<file path="src/rtl/avr_dmem_arbiter.sv">
// AVR data-memory arbiter: the CPU always wins the single memory port, and
// DMA requests slip into the idle cycles. A blocked DMA request is tracked
// so that long waits raise a sticky starvation flag. A saturating counter
// records how many DMA accesses have been issued.
module avr_dmem_arbiter #(
  parameter int unsigned STARVE_LIMIT = 64
) (
  input  logic        clk,
  input  logic        reset,
  input  logic [15:0] cpu_addr,
  input  logic        cpu_wen,
  input  logic        cpu_ren,
  input  logic [7:0]  cpu_wdata,
  output logic [7:0]  cpu_rdata,
  input  logic        dma_req,
  input  logic        dma_we,
  input  logic [15:0] dma_addr,
  input  logic [7:0]  dma_wdata,
  output logic        dma_gnt,
  output logic        dma_rvalid,
  output logic [7:0]  dma_rdata,
  output logic [15:0] mem_addr,
  output logic        mem_wen,
  output logic        mem_ren,
  output logic [7:0]  mem_wdata,
  input  logic [7:0]  mem_rdata,
  output logic        starve,
  output logic [15:0] gnt_count
);

  localparam logic [0:0]  IDLE    = 1'b0;
  localparam logic [0:0]  WAIT    = 1'b1;
  localparam logic [15:0] LIMIT16 = 16'(STARVE_LIMIT);
  localparam logic [15:0] SAT16   = 16'hFFFF;

  logic [0:0]  state;
  logic [0:0]  state_next;
  logic [15:0] wait_cnt;
  logic [15:0] wait_next;
  logic [15:0] addr_hold;
  logic [7:0]  wdata_hold;
  logic        rvalid_q;
  logic        starve_q;
  logic [15:0] gnt_cnt_q;
  logic        cpu_active;
  logic        dma_access;

  assign cpu_active = cpu_wen | cpu_ren;
  assign dma_access = ~cpu_active & dma_req;

  // Read data goes straight back to both masters; only the valid strobe
  // tells the DMA side that the byte belongs to it. The strobe is masked
  // while reset is low so a read granted just before reset never shows up.
  assign cpu_rdata  = mem_rdata;
  assign dma_rdata  = mem_rdata;
  assign dma_rvalid = rvalid_q & reset;
  assign starve     = starve_q;
  assign gnt_count  = gnt_cnt_q;

  // Memory port mux: CPU first, then DMA, otherwise park on the last address/data.
  always_comb begin
    dma_gnt   = reset & dma_access;
    mem_addr  = addr_hold;
    mem_wdata = wdata_hold;
    mem_wen   = 1'b0;
    mem_ren   = 1'b0;
    if (cpu_active) begin
      mem_addr  = cpu_addr;
      mem_wdata = cpu_wdata;
      mem_wen   = reset & cpu_wen;
      mem_ren   = reset & cpu_ren;
    end else if (dma_req) begin
      mem_addr  = dma_addr;
      mem_wdata = dma_wdata;
      mem_wen   = reset & dma_we;
      mem_ren   = reset & ~dma_we;
    end
  end

  // Wait tracking: a DMA request blocked by the CPU moves to WAIT and stays
  // there until it is served or (illegally) withdrawn.
  always_comb begin
    state_next = IDLE;
    case (state)
      IDLE:    state_next = (dma_req & cpu_active) ? WAIT : IDLE;
      WAIT:    state_next = (dma_req & cpu_active) ? WAIT : IDLE;
      default: state_next = IDLE;
    endcase
    wait_next = wait_cnt;
    if (state_next == IDLE) begin
      wait_next = 16'h0000;
    end else if ((state == WAIT) && cpu_active && (wait_cnt != SAT16)) begin
      wait_next = wait_cnt + 16'h0001;
    end
  end

  // State, counters, flags and the parked address/data registers.
  always_ff @(posedge clk) begin
    if (!reset) begin
      state      <= IDLE;
      wait_cnt   <= 16'h0000;
      starve_q   <= 1'b0;
      rvalid_q   <= 1'b0;
      gnt_cnt_q  <= 16'h0000;
      addr_hold  <= 16'h0000;
      wdata_hold <= 8'h00;
    end else begin
      state    <= state_next;
      wait_cnt <= wait_next;
      starve_q <= starve_q | (wait_next == LIMIT16);
      rvalid_q <= dma_gnt & ~dma_we;
      if (dma_gnt && (gnt_cnt_q != SAT16)) begin
        gnt_cnt_q <= gnt_cnt_q + 16'h0001;
      end
      if (cpu_active | dma_req) begin
        addr_hold  <= mem_addr;
        wdata_hold <= mem_wdata;
      end
    end
  end

endmodule

</file>
<file path="config.mk">
export PLATFORM = sky130hd
export DESIGN_NAME = avr_dmem_arbiter
export DESIGN_NICKNAME = d
export VERILOG_FILES = /design/src/rtl/avr_dmem_arbiter.sv
export SDC_FILE = /design/constraint.sdc
export NUM_CORES = 1
export LEC_CHECK = 0
export CORE_MARGIN = 2
export CORE_UTILIZATION = 45
export CTS_CLUSTER_DIAMETER = 50
export DETAILED_ROUTE_END_ITERATION = 7
export HOLD_SLACK_MARGIN = 0.06
export PLACE_DENSITY = 0.81
export SYNTH_ARGS = -nofsm -noshare
export SYNTH_HDL_FRONTEND = slang
export SYNTH_SLANG_ARGS = --single-unit
</file>
<file path="constraint.sdc">
create_clock -name clk -period 2.2 [get_ports clk]
set_clock_uncertainty 0.1 [all_clocks]
set_input_delay 0.44 -clock clk [delete_from_list [all_inputs] [get_ports clk]]
set_output_delay 0.44 -clock clk [all_outputs]
set_load 0.005 [all_outputs]
</file>
==> results_dict.tcl, run 1 <==
set metrics [dict create \
    outcome "complete, no violations" \
    dp_hpwl_mm 6.879 \
    wirelength_mm 11.39 \
    maxSlewViolCount 0 \
    fillers 459 \
    numCtsBuffers 9 \
    worst_slew_pin_slew_ns 0.3884 \
    cpPeakStageDelay_ns 0.29 \
    viasPerCell 5.735 \
    crit_arrival_ns 1.65 \
    yosys_warnings 0 \
    final_common_cell "buf_4" \
    start_util_pct 46.71 \
    synth_top_area_share_pct 34.86 \
    grtUsageMet3_pct 6.260 \
    wl_per_cell_um 18.07 \
    yosysTopAreaCell "dfxtp_1" \
    max_cap_viol_count 0 \
    grt_max_degree 28 \
    clk_latency_ns 0.35 \
    worstSetupEndpointType "primary output" \
    final_nets 590 \
    n_antenna_cell 0 \
    internal_power_mw 1.855 \
    power.density_nw_per_um2 480.9 \
    crit_type "in2out" \
    met2_usage_pct 48.76 \
    power_frac_clock_pct 34.9 \
    syn_inst 372 \
    synth.area.top_cells "dfxtp_1, mux2i_1, o311a_1, nand2_1, o21ai_0" \
    pwr-share-comb_pct 21.8 \
    post-place-ws_ns -0.5779 \
    dieArea_um2 8239 \
    async_reset_ff_share_pct 0 \
    fmax_mhz 457.5 \
    synth_edf_count 0 \
    ys_ff_latch 59 \
    ios 123 \
    grt_pass1_wl_mm 18.42 \
    htree_levels 3 \
    clk_pin_slew_ns 0.06 \
    drive_above_1_share_pct 35.22 \
    drc 0 \
    hold_viol_final 0 \
    clock-root-buffer "clkbuf_8" \
    switching_power_mw 0.7380 \
    ys.flop_type "dfxtp_1" \
    p_sw_share_pct 28.46 \
    path_delay_family "buffers and inverters" \
    die_x_um 90.77 \
    drtIter0Drc 182 \
    grt-ovfl-total 0 \
    synth_fp_nets 436 \
    setup_tns_ns 0 \
    top_usage_layer "met2" \
    port_buffers 98 \
    layout.cells.most_common_list "buf_4, clkdlybuf4s50_1, dfxtp_1, mux2i_1, nand2_1" \
    area_growth_pct 59.12 \
    syn_area_per_cell_um2 9.108 \
    worst-path-max-fanout 14 \
    cp-start-kind "input port" \
    synth_area_um2 3388 \
    ant_nets 0 \
    antenna_found_initial 0 \
    power_leakage_nw 2.282 \
    clock_sinks 59 \
    grt_use_met1_pct 31.07 \
    die_h_um 90.77 \
    rows 31 \
    critPathSlowestCell "or2_4" \
    layout_setup_ws_ns 0.01399 \
    ctsHoldBuffers 0 \
    seqPwrFrac_pct 43.3 \
    setup_violations 0 \
    synth_seq_area_share_pct 34.86 \
    hold_path.class "reg2reg" \
    peakVddDrop_uv 418.9 \
    via_count 3613 \
    core-area_um2 7253 \
    cts_max_path_buffers 2 \
    critPathRequiredTime_ns 1.66 \
    path_buf_inv 4 \
    firstDrtPassIters 6 \
    grtUsageTotal_pct 27.55 \
    cts_tree "yes" \
    path_cells "clkdlybuf4s15_1 -> or2_4 -> buf_12 -> buf_16 -> o21ai_4 -> clkdlybuf4s15_2" \
    place.gp.congestion 0.8547 \
    slew_headroom_pct 73.36 \
    min_period_ns 2.186 \
    synth_cell_types 55 \
    grt_pass1_vias 3792 \
    timing.final.crit_share_pct 99.36 \
]
[metrics by stage]
| step | cell area [um^2] | power, mW | std cells | hold WS (ns) | util [%] |
|---|---|---|---|---|---|
| after global routing | 5391 | 2.688 | 630 | 0.3992 | 74.33 |
| after global placement | 4813 | 1.583 | 601 | 0.3595 | 66.36 |
| final | 5391 | 2.593 | 630 | 0.3951 | 74.33 |
| after floorplan | 3388 | 1.317 | 372 | 0.3521 | - |
| after CTS | 5335 | 2.542 | 630 | 0.3879 | 73.56 |
| after detailed placement | 4813 | 1.592 | 601 | 0.3730 | 66.36 |
[what timing repair did]
action	4_1_cts	5_1_grt
cloned	4	0
setup endpoints to repair	30	23
gates resized for setup	144	24
pin swaps	7	6
buffers inserted	9	0
[final timing paths]
kind	start	endpoint	slack (ns)	cells past startpoint
setup / recovery	cpu_wen	mem_addr[14]	0.01	6
hold / removal	gnt_count[7]$_SDFFE_PN0P_	gnt_count[7]$_SDFFE_PN0P_	0.40	1
setup reg to reg	wait_cnt[13]$_SDFF_PN0_	starve$_SDFF_PN0_	0.13	6
hold reg to reg	gnt_count[7]$_SDFFE_PN0P_	gnt_count[7]$_SDFFE_PN0P_	0.40	1
[flip-flops by register name (all words and copies together), names as in the netlist]
signal and cells:
addr_hold 16, gnt_count 16, rvalid_q 1, starve 1
state 1, wait_cnt 16, wdata_hold 8
[power by group through the flow]
stage / clock network (mW) / registers, mW / logic [mW]
floorplan: 0 / 1.14 / 0.178
global placement: 0 / 1.14 / 0.441
detailed placement: 0 / 1.14 / 0.448
CTS: 0.903 / 1.12 / 0.519
global route: 0.970 / 1.13 / 0.592
finish: 0.905 / 1.12 / 0.564
[cell families (layout without fill, tap and decap cells)]
kind of cell	after synthesis	count (layout)	share of synthesized area, %
AO/OA/AOI/OAI	83	83	20.61
XOR/XNOR	17	17	4.394
adder cells (fa/ha/maj)	2	2	0.7384
buffers and inverters	47	206	7.866
flip-flops	59	59	34.86
multiplexers	31	31	9.195
AND/OR/NAND/NOR	133	133	22.34
[cells in the mapped netlist, drive strengths merged, types with 2 or more instances]
| master | n |
|---|---|
| nand2 | 46 |
| xor2 | 10 |
| o21ai | 28 |
| nor2b | 3 |
| nor2 | 17 |
| inv | 7 |
| nand4 | 10 |
| a2111oi | 2 |
| o211ai | 5 |
| clkbuf | 18 |
| xnor2 | 7 |
| o311a | 24 |
| buf | 22 |
| nand3 | 13 |
| and2 | 15 |
| nor3 | 6 |
| and4 | 7 |
| dfxtp | 59 |
| nand4b | 3 |
| a2bb2oi | 2 |
| nor4 | 3 |
| mux2i | 30 |
| o31ai | 2 |
| a311oi | 2 |
| a31oi | 4 |
| a211oi | 2 |
| and3 | 6 |
| a21o | 3 |
| ha | 2 |
[metal layers]
metal	vias up	wire length, um
met3	42	695
met4	0	419
li1	1666	-
met5	-	0
met1	1741	4538
met2	164	5732
[worst register-to-register path: cells and delay by family, from the launching register on]
| family | cells | cell delay, ns |
|---|---|---|
| compound gates | 3 | 0.77 |
| flops | 1 | 0.45 |
| simple gates | 3 | 0.66 |
[final cells by class]
| class | count | area (um^2) | share of cell area, % |
|---|---|---|---|
| Clock buffer | 10 | 137.6 | 2.553 |
| Clock inverter | 6 | 41.29 | 0.7658 |
| Inverter | 7 | 26.28 | 0.4874 |
| Multi-Input combinational cell | 266 | 2175 | 40.33 |
| Sequential cell | 59 | 1184 | 21.95 |
| Tap cell | 99 | 123.9 | 2.298 |
| Timing Repair Buffer | 183 | 1704 | 31.61 |
Power figures use the tool's default switching activity.
==> inputs of run 2 (changes only) <==
Settings changed: CAP_MARGIN from default to 20.
==> results of run 2 <==
The final DEF is identical to that of run 1; final timing and power are the same.
